--- src/rtl/fetch_pkg.sv ---
// rtl/fetch_pkg.sv - shared types and constants for the instruction fetch controller
package fetch_pkg;

  localparam int INSN_WIDTH = 32;
  localparam logic [INSN_WIDTH-1:0] EBREAK_INSN = 32'h0010_0073;

  typedef enum logic [1:0] {
    IDLE   = 2'd0,
    RUN    = 2'd1,
    HALTED = 2'd2
  } fetch_state_t;

endpackage

--- src/rtl/fetch_queue.sv ---
// rtl/fetch_queue.sv - two-entry synchronous FIFO with flush, head read combinationally
module fetch_queue #(
  parameter int DATA_W = 42,
  parameter int DEPTH  = 2
) (
  input  logic              clk,
  input  logic              rst_n,
  input  logic              push,
  input  logic              pop,
  input  logic              flush,
  input  logic [DATA_W-1:0] wdata,
  output logic [DATA_W-1:0] rdata,
  output logic              full,
  output logic              empty
);

  logic [DATA_W-1:0] mem_q [2];
  logic [DATA_W-1:0] mem_d [2];
  logic              wr_ptr_q, wr_ptr_d;
  logic              rd_ptr_q, rd_ptr_d;
  logic [1:0]        count_q, count_d;
  logic              do_push, do_pop;

  assign full  = (count_q == 2'(DEPTH));
  assign empty = (count_q == 2'd0);
  assign rdata = mem_q[rd_ptr_q];

  // A push into a full queue is legal only when the head leaves in the same cycle.
  assign do_pop  = pop && !empty && !flush;
  assign do_push = push && (!full || do_pop) && !flush;

  always_comb begin
    mem_d    = mem_q;
    wr_ptr_d = wr_ptr_q;
    rd_ptr_d = rd_ptr_q;
    count_d  = count_q;
    if (flush) begin
      wr_ptr_d = 1'b0;
      rd_ptr_d = 1'b0;
      count_d  = 2'd0;
    end else begin
      if (do_push) begin
        mem_d[wr_ptr_q] = wdata;
        wr_ptr_d        = ~wr_ptr_q;
      end
      if (do_pop) begin
        rd_ptr_d = ~rd_ptr_q;
      end
      count_d = count_q + 2'(do_push) - 2'(do_pop);
    end
  end

  always_ff @(posedge clk or negedge rst_n) begin
    if (!rst_n) begin
      mem_q[0] <= '0;
      mem_q[1] <= '0;
      wr_ptr_q <= 1'b0;
      rd_ptr_q <= 1'b0;
      count_q  <= 2'd0;
    end else begin
      mem_q    <= mem_d;
      wr_ptr_q <= wr_ptr_d;
      rd_ptr_q <= rd_ptr_d;
      count_q  <= count_d;
    end
  end

endmodule

--- src/rtl/fetch_controller.sv ---
// rtl/fetch_controller.sv - PC sequencer feeding a fetch queue; FETCH_MISALIGN_CHECK_EN adds misaligned redirect trap
module fetch_controller
  import fetch_pkg::*;
#(
  parameter int                    size_address = 10,
  parameter logic [size_address-1:0] RESET_PC   = '0,
  parameter int                    QUEUE_DEPTH  = 2
) (
  input  logic                    clk,
  input  logic                    rst_n,
`ifdef FETCH_MISALIGN_CHECK_EN
  output logic                    misaligned_error,
`endif
  input  logic                    fetch_enable,
  input  logic                    redirect_valid,
  input  logic [size_address-1:0] redirect_pc,
  output logic [size_address-1:0] imem_address,
  input  logic [INSN_WIDTH-1:0]   imem_instruction,
  output logic                    out_valid,
  input  logic                    out_ready,
  output logic [INSN_WIDTH-1:0]   out_instruction,
  output logic [size_address-1:0] out_pc,
  output logic                    halted
);

  localparam int QW = INSN_WIDTH + size_address;

  fetch_state_t            state_q, state_d;
  logic [size_address-1:0] pc_q, pc_d;
  logic                    halted_q, halted_d;
  logic                    q_full, q_empty;
  logic                    push, pop;
  logic [QW-1:0]           q_rdata;
  logic [size_address-1:0] redirect_aligned;
`ifdef FETCH_MISALIGN_CHECK_EN
  logic                    misaligned_q, misaligned_d;
  assign misaligned_error = misaligned_q;
`endif

  assign redirect_aligned = redirect_pc & ~size_address'(3);

  // Redirect suppresses both queue operations; the queue sees it as a flush.
  assign pop  = out_valid && out_ready && !redirect_valid;
  assign push = (state_q == RUN) && fetch_enable && !redirect_valid && (!q_full || pop);

  fetch_queue #(
    .DATA_W (QW),
    .DEPTH  (QUEUE_DEPTH)
  ) u_queue (
    .clk   (clk),
    .rst_n (rst_n),
    .push  (push),
    .pop   (pop),
    .flush (redirect_valid),
    .wdata ({imem_instruction, pc_q}),
    .rdata (q_rdata),
    .full  (q_full),
    .empty (q_empty)
  );

  assign imem_address    = pc_q;
  assign out_valid       = !q_empty;
  assign out_instruction = q_rdata[QW-1:size_address];
  assign out_pc          = q_rdata[size_address-1:0];
  assign halted          = halted_q;

  always_comb begin
    state_d = state_q;
    pc_d    = pc_q;
`ifdef FETCH_MISALIGN_CHECK_EN
    misaligned_d = misaligned_q;
`endif
    if (redirect_valid) begin
      pc_d = redirect_aligned;
      if (state_q == HALTED) begin
        state_d = fetch_enable ? RUN : IDLE;
      end
`ifdef FETCH_MISALIGN_CHECK_EN
      if (redirect_pc[1:0] != 2'b00) begin
        state_d      = HALTED;
        misaligned_d = 1'b1;
      end
`endif
    end else begin
      case (state_q)
        IDLE: begin
          if (fetch_enable) state_d = RUN;
        end
        RUN: begin
          if (push) begin
            pc_d = pc_q + size_address'(4);
            if (imem_instruction == EBREAK_INSN) state_d = HALTED;
          end else if (!fetch_enable) begin
            state_d = IDLE;
          end
        end
        HALTED: state_d = HALTED;
        default: state_d = IDLE;
      endcase
    end
    halted_d = (state_d == HALTED);
  end

  always_ff @(posedge clk or negedge rst_n) begin
    if (!rst_n) begin
      state_q  <= IDLE;
      pc_q     <= RESET_PC;
      halted_q <= 1'b0;
`ifdef FETCH_MISALIGN_CHECK_EN
      misaligned_q <= 1'b0;
`endif
    end else begin
      state_q  <= state_d;
      pc_q     <= pc_d;
      halted_q <= halted_d;
`ifdef FETCH_MISALIGN_CHECK_EN
      misaligned_q <= misaligned_d;
`endif
    end
  end

endmodule
--- config.mk ---
export PLATFORM = sky130hd
export DESIGN_NAME = fetch_controller
export DESIGN_NICKNAME = d
export VERILOG_FILES = /design/src/rtl/fetch_pkg.sv /design/src/rtl/fetch_queue.sv /design/src/rtl/fetch_controller.sv
export SDC_FILE = /design/constraint.sdc
export NUM_CORES = 1
export LEC_CHECK = 0
export CORE_UTILIZATION = 56
export CTS_BUF_LIST = sky130_fd_sc_hd__clkbuf_8
export DETAILED_ROUTE_END_ITERATION = 8
export PLACE_DENSITY = 0.88
export SLEW_MARGIN = 30
export SYNTH_ARGS = -nofsm -noshare
export SYNTH_HDL_FRONTEND = slang
export SYNTH_SLANG_ARGS = --single-unit
--- constraint.sdc ---
create_clock -name clk -period 3.59 [get_ports clk]
set_input_delay 0.359 -clock clk [delete_from_list [all_inputs] [get_ports clk]]
set_output_delay 0.359 -clock clk [all_outputs]
set_load 0.02 [all_outputs]
### Yosys cells after proc, flatten, opt, wreduce, memory -nomap -nowiden

Index checks and enable logic that the tools add are counted.

* add/sub/neg operators: 3
* order comparisons: 3
* equality and inequality tests: 5
* multiplexer cells: 22
* bitwise logic cells: 5
* reductions and logical operators: 23

Operators with widths (count)
* $mux 42: 4
* $bwmux 84: 1
* $demux 42 s1: 1
* $eq 32x21->1 const B: 1
* $mux 10: 3
* $mux 2: 7
* $add 10x3->10 const B: 1
* $logic_and 1x1->1: 10
* $reduce_bool 2->1: 4
* $eq 2x2->1 const B: 3
* $pmux 2 s3: 1
* $mux 1: 5
* $ge 2x2->1 const B: 2
* $logic_not 2->1: 2
* $not 1->2: 2
* $reduce_and 2->1: 2
* $logic_not 1->1: 3
* $not 1->1: 3
* $add 2x1->2: 1
* $eq 2x1->1 const B: 1
* $logic_or 1x1->1: 2
* $lt 2x1->1 const B: 1
* $sub 2x1->2: 1

* register bits after elaboration: 101
* output and inout port bits: 54
* logic and storage cells: 69

### Logic depth before layout (Yosys ltp)

* depth in word-level cells: 12
* depth in mapped cells: 8

### Hierarchy

A second synthesis with hierarchy kept.

* cells, all modules: 335
* area, all modules: 4822.1 um^2

Modules (own cells, without submodules)
* fetch_queue: times used 1, cells an instance 250, area each 4020.1 um^2, sequential area each 2202.1 um^2
* fetch_controller: times used 1, cells an instance 85, area each 802.0 um^2, sequential area each 275.3 um^2

### Worst setup path before layout

OpenSTA, ideal clock, no wires.

* path kind: input to register
* start point: input port redirect_valid
* end point: register u_queue.count_q[0]
* setup time: 0.126 ns
* data arrival time: 1.614 ns
* required time: 3.464 ns
* setup slack: 1.850 ns
* cell stages on the path: 7
* path buffers: 2
* cells stage by stage: buf_2 > clkbuf_1 > nor2_1 > ha_1 > inv_1 > ha_1 > nor2b_1

* word-level cells in the longest chain between the ends: 10
* elaborated cells between the ends (all ways): 13
* classes of those cells: add/sub (2); mux (1); reduce/logical (10)

RTL lines
* start, declared: RTL line fetch_controller.sv:15 `input logic redirect_valid,`
* $logic_not 1->1
* $logic_and 1x1->1: RTL line fetch_controller.sv:43 `assign pop = out_valid && out_ready && !redirect_valid;`
* $logic_and 1x1->1 (2 in a row): RTL line fetch_queue.sv:29 `assign do_pop = pop && !empty && !flush;`
* $logic_or 1x1->1: RTL line fetch_queue.sv:30 `assign do_push = push && (!full || do_pop) && !flush;`
* $logic_and 1x1->1 (2 in a row): RTL line fetch_queue.sv:30
* $add 2x1->2: RTL line fetch_queue.sv:49 `count_d = count_q + 2'(do_push) - 2'(do_pop);`
* $sub 2x1->2: RTL line fetch_queue.sv:49
* $mux 2 (*): RTL line fetch_queue.sv:37 `if (flush) begin`
* via u_queue.count_d[0]: RTL line fetch_queue.sv:21 `logic [1:0] count_q, count_d;`
* end signal, assigned: RTL line fetch_queue.sv:64 `count_q <= count_d;`
* end, declared: RTL line fetch_queue.sv:21

The timed path passes the listed nets; every way through them passes the cells marked *.
A chain may end at the register's enable or synchronous reset.

### Final worst setup path

* start point: register u_queue.rd_ptr_q
* end point: output port out_pc[7]

* word-level cells in the longest chain between the ends: 4

RTL lines
* start, declared: RTL line fetch_queue.sv:20 `logic rd_ptr_q, rd_ptr_d;`
* start signal, assigned: RTL line fetch_queue.sv:63 `rd_ptr_q <= rd_ptr_d;`
* $not 1->2 (implied by the code): RTL line fetch_queue.sv:26 `assign rdata = mem_q[rd_ptr_q];`
* $mux 42 (implied by the code) (3 in a row): RTL line fetch_queue.sv:26
* end, declared: RTL line fetch_controller.sv:22 `output logic [size_address-1:0] out_pc,`

Every way passes these cells. The select of a mux whose other input is x is not followed.

==> impl_metrics.json <==
{
  "status": "finished clean",
  "die_x_um": 91.0,
  "port-buffer-count": 94,
  "drive_above_1_share_pct": 35.9,
  "core_mm2": 0.00769,
  "p_leak_uw": 0.00235,
  "netlist_top_cells_area": "dfrtp_1 54%, mux2_2 30%, buf_6 2.0%",
  "cp_slowest_cell": "dfrtp_2",
  "async_flop_share_pct": 100,
  "die_h_um": 91.0,
  "cts_setup_buffers": 0,
  "switchingPower_uw": 1120,
  "post_cts_resized": 0,
  "drt-initial-drc-count": 90,
  "cts_tree": "done",
  "cp_top_family": "flip-flops",
  "antenna_found_initial": 0,
  "path_cells": "buf_4, mux2_2, clkdlybuf4s50_1",
  "grt_pass1_wl_mm": 14.8,
  "dpl_cell_area_mm2": 0.00541,
  "vdd_drop_max_uv": 439,
  "path_clk_slew_ps": 90,
  "gp_congestion": 0.784,
  "skew_ps": 8.13,
  "internal-power_uw": 2530,
  "synth_top_area_share_pct": 53.6,
  "ys_warn_count": 0,
  "die_area_mm2": 0.00828,
  "synth_edf_count": 0,
  "reg2reg_depth": 5,
  "finalSetupTns_ps": 0,
  "clock-sinks": 95,
  "cts_hold_buf": 0,
  "arrival_ps": 2400,
  "n_antenna_cell": 0,
  "ff2ff_setup_slack_ps": 1430,
  "yosysMostFrequentCell": "mux2_2",
  "fin_nets": 457,
  "cts_inserted_buffers": 9,
  "post-synth-top-area-cell": "dfrtp_1",
  "ys_ff_latch": 95,
  "startpoint": "u_queue.rd_ptr_q",
  "place_inst": 498,
  "htree_levels": 3,
  "finalCritPeriodShare_pct": 76.9,
  "hold_viol_final": 0,
  "cp.required_ps": 3230,
  "crit_fanout": 30,
  "start_util_pct": 57.7,
  "clkPwrFrac_pct": 19.7,
  "grt_pass1_vias": 3032,
  "yosys_most_used_dff": "dfrtp_1",
  "drv_slew": 0,
  "grt_overflow_total": 0,
  "post-dp-hpwl_mm": 5.95,
  "vias_per_cell": 5.48,
  "netlist_top_cells_count": "117 x mux2_2, 95 x dfrtp_1, 9 x xor2_1",
  "power.share.switching_pct": 30.7,
  "io_pins": 101,
  "nFillCells": 516,
  "rr_startpoint": "state_q[1]",
  "syn_to_final_growth_pct": 26.6,
  "grt_max_degree": 59,
  "path_class": "register to primary output",
  "cp-end-kind": "primary output",
  "root_buffer": "clkbuf_8",
  "postLayoutCoreUtil_pct": 73.0,
  "insertion_delay_ps": 350,
  "instances_no_fill": 514,
  "fmax_mhz": 362,
  "grt_setup_unrepaired": "false",
  "min_path_type": "primary input to asynchronous set/reset pin",
  "cp-start-kind": "register",
  "worst-path-buf-inv": 2,
  "clockBufferDepth": 2,
  "syn-cell-area_mm2": 0.00443,
  "synth.avg_cell_area_um2": 14.2,
  "power_density_mw_per_mm2": 651,
  "wl_per_cell_um": 17.1,
  "drt_wl_total_mm": 8.79,
  "grt_util_all_layers_pct": 22.9,
  "drc": 0,
  "reg2reg_to": "u_queue.mem_q[41]",
  "via_count": 2819,
  "syn_inst": 313,
  "synth_cell_type_count": 36,
  "pwr-share-comb_pct": 36.1,
  "rows": 32,
  "tightest_slew_ps": 733,
  "max_stage_delay_ps": 850,
  "post-route-min-period_ps": 2760,
  "dr.pass1.iters": 4,
  "fin_ws_ps": 829,
  "dp_slack_ps": 1060,
  "setup_viol_count_final": 0,
  "slew_headroom_pct": 51.1,
  "p_seq_share_pct": 44.2,
  "ys_seq_area_share_pct": 53.6,
  "cap_violations": 0,
  "postLayoutCellArea_mm2": 0.00561,
  "antenna_left": 0
}
cell families after synthesis:
group	share of synthesized area (%)
muxes	31.0
buffers and inverters	3.95
AOI/OAI and AO/OA	1.58
xor gates and xnor gates	2.37
adders and majority gates	0.847
DFF	53.6
and+or+nand+nor	6.58
other	0.0846
worst register-to-register path, delay by kind of cell (launching register included):
| kind | cells | cell delay [ps] |
|---|---|---|
| and+or+nand+nor | 3 | 830 |
| buffers and inverters | 1 | 390 |
| muxes | 1 | 400 |
| DFF | 1 | 430 |
layout make-up:
type | instances | area (um^2) | area share (%)
Sequential cell | 95 | 2380 | 42.4
Multi-Input combinational cell | 196 | 1890 | 33.7
Timing Repair Buffer | 102 | 998 | 17.8
Clock buffer | 10 | 138 | 2.45
Tap cell | 102 | 128 | 2.27
Clock inverter | 6 | 68.8 | 1.23
Inverter | 3 | 11.3 | 0.201
worst max-delay path by stage:
stage                    endpoint  cells past startpoint
6_report                out_pc[7]                      3
5_1_grt                 out_pc[4]                      3
4_1_cts                 out_pc[7]                      3
3_5_place_dp    u_queue.mem_q[35]                      6
3_3_place_gp    u_queue.mem_q[22]                      6
2_1_floorplan  u_queue.count_q[0]                      7
stage by stage:
step / power [uW] / hold slack, ps
global placement: 2900 / 453
CTS: 3690 / 69.5
finish: 3650 / 52.4
global route: 3840 / 115
floorplan: 2410 / 63.4
detailed placement: 2960 / 459
sequential cells by signal (all words and copies together) (netlist names):
register,flops
imem_address,8
halted,1
state_q,2
u_queue.mem_q,80
u_queue.rd_ptr_q,1
u_queue.wr_ptr_q,1
u_queue.count_q,2
layout by cell type, fill, tap and decap left out, types with 5 or more instances in the layout:
| cell | netlist | routed |
|---|---|---|
| dfrtp_1 | 95 | 94 |
| nor4_1 | 5 | 5 |
| nor2_1 | 6 | 6 |
| clkdlybuf4s50_1 | 0 | 93 |
| mux2_2 | 117 | 117 |
| nand2_1 | 8 | 8 |
| nand4_1 | 7 | 7 |
| xor2_1 | 9 | 9 |
| o21ai_0 | 7 | 7 |
| buf_4 | 5 | 9 |
| clkbuf_8 | 0 | 10 |
power by group through the flow:
stage          clock network (uW)  registers (uW)  logic (uW)
2_1_floorplan                   0            1560         843
3_3_place_gp                    0            1600        1300
3_5_place_dp                    0            1630        1320
4_1_cts                       737            1610        1340
5_1_grt                       776            1660        1400
6_report                      719            1610        1320
layer usage:
layer  GRT usage, %  share of wire (%)
met1           30.1                 44
met2           38.1                 49
met3           4.36                4.8
met4           8.33                1.3
met5              0                  0
No activity file was read; power rests on OpenSTA's default activity.
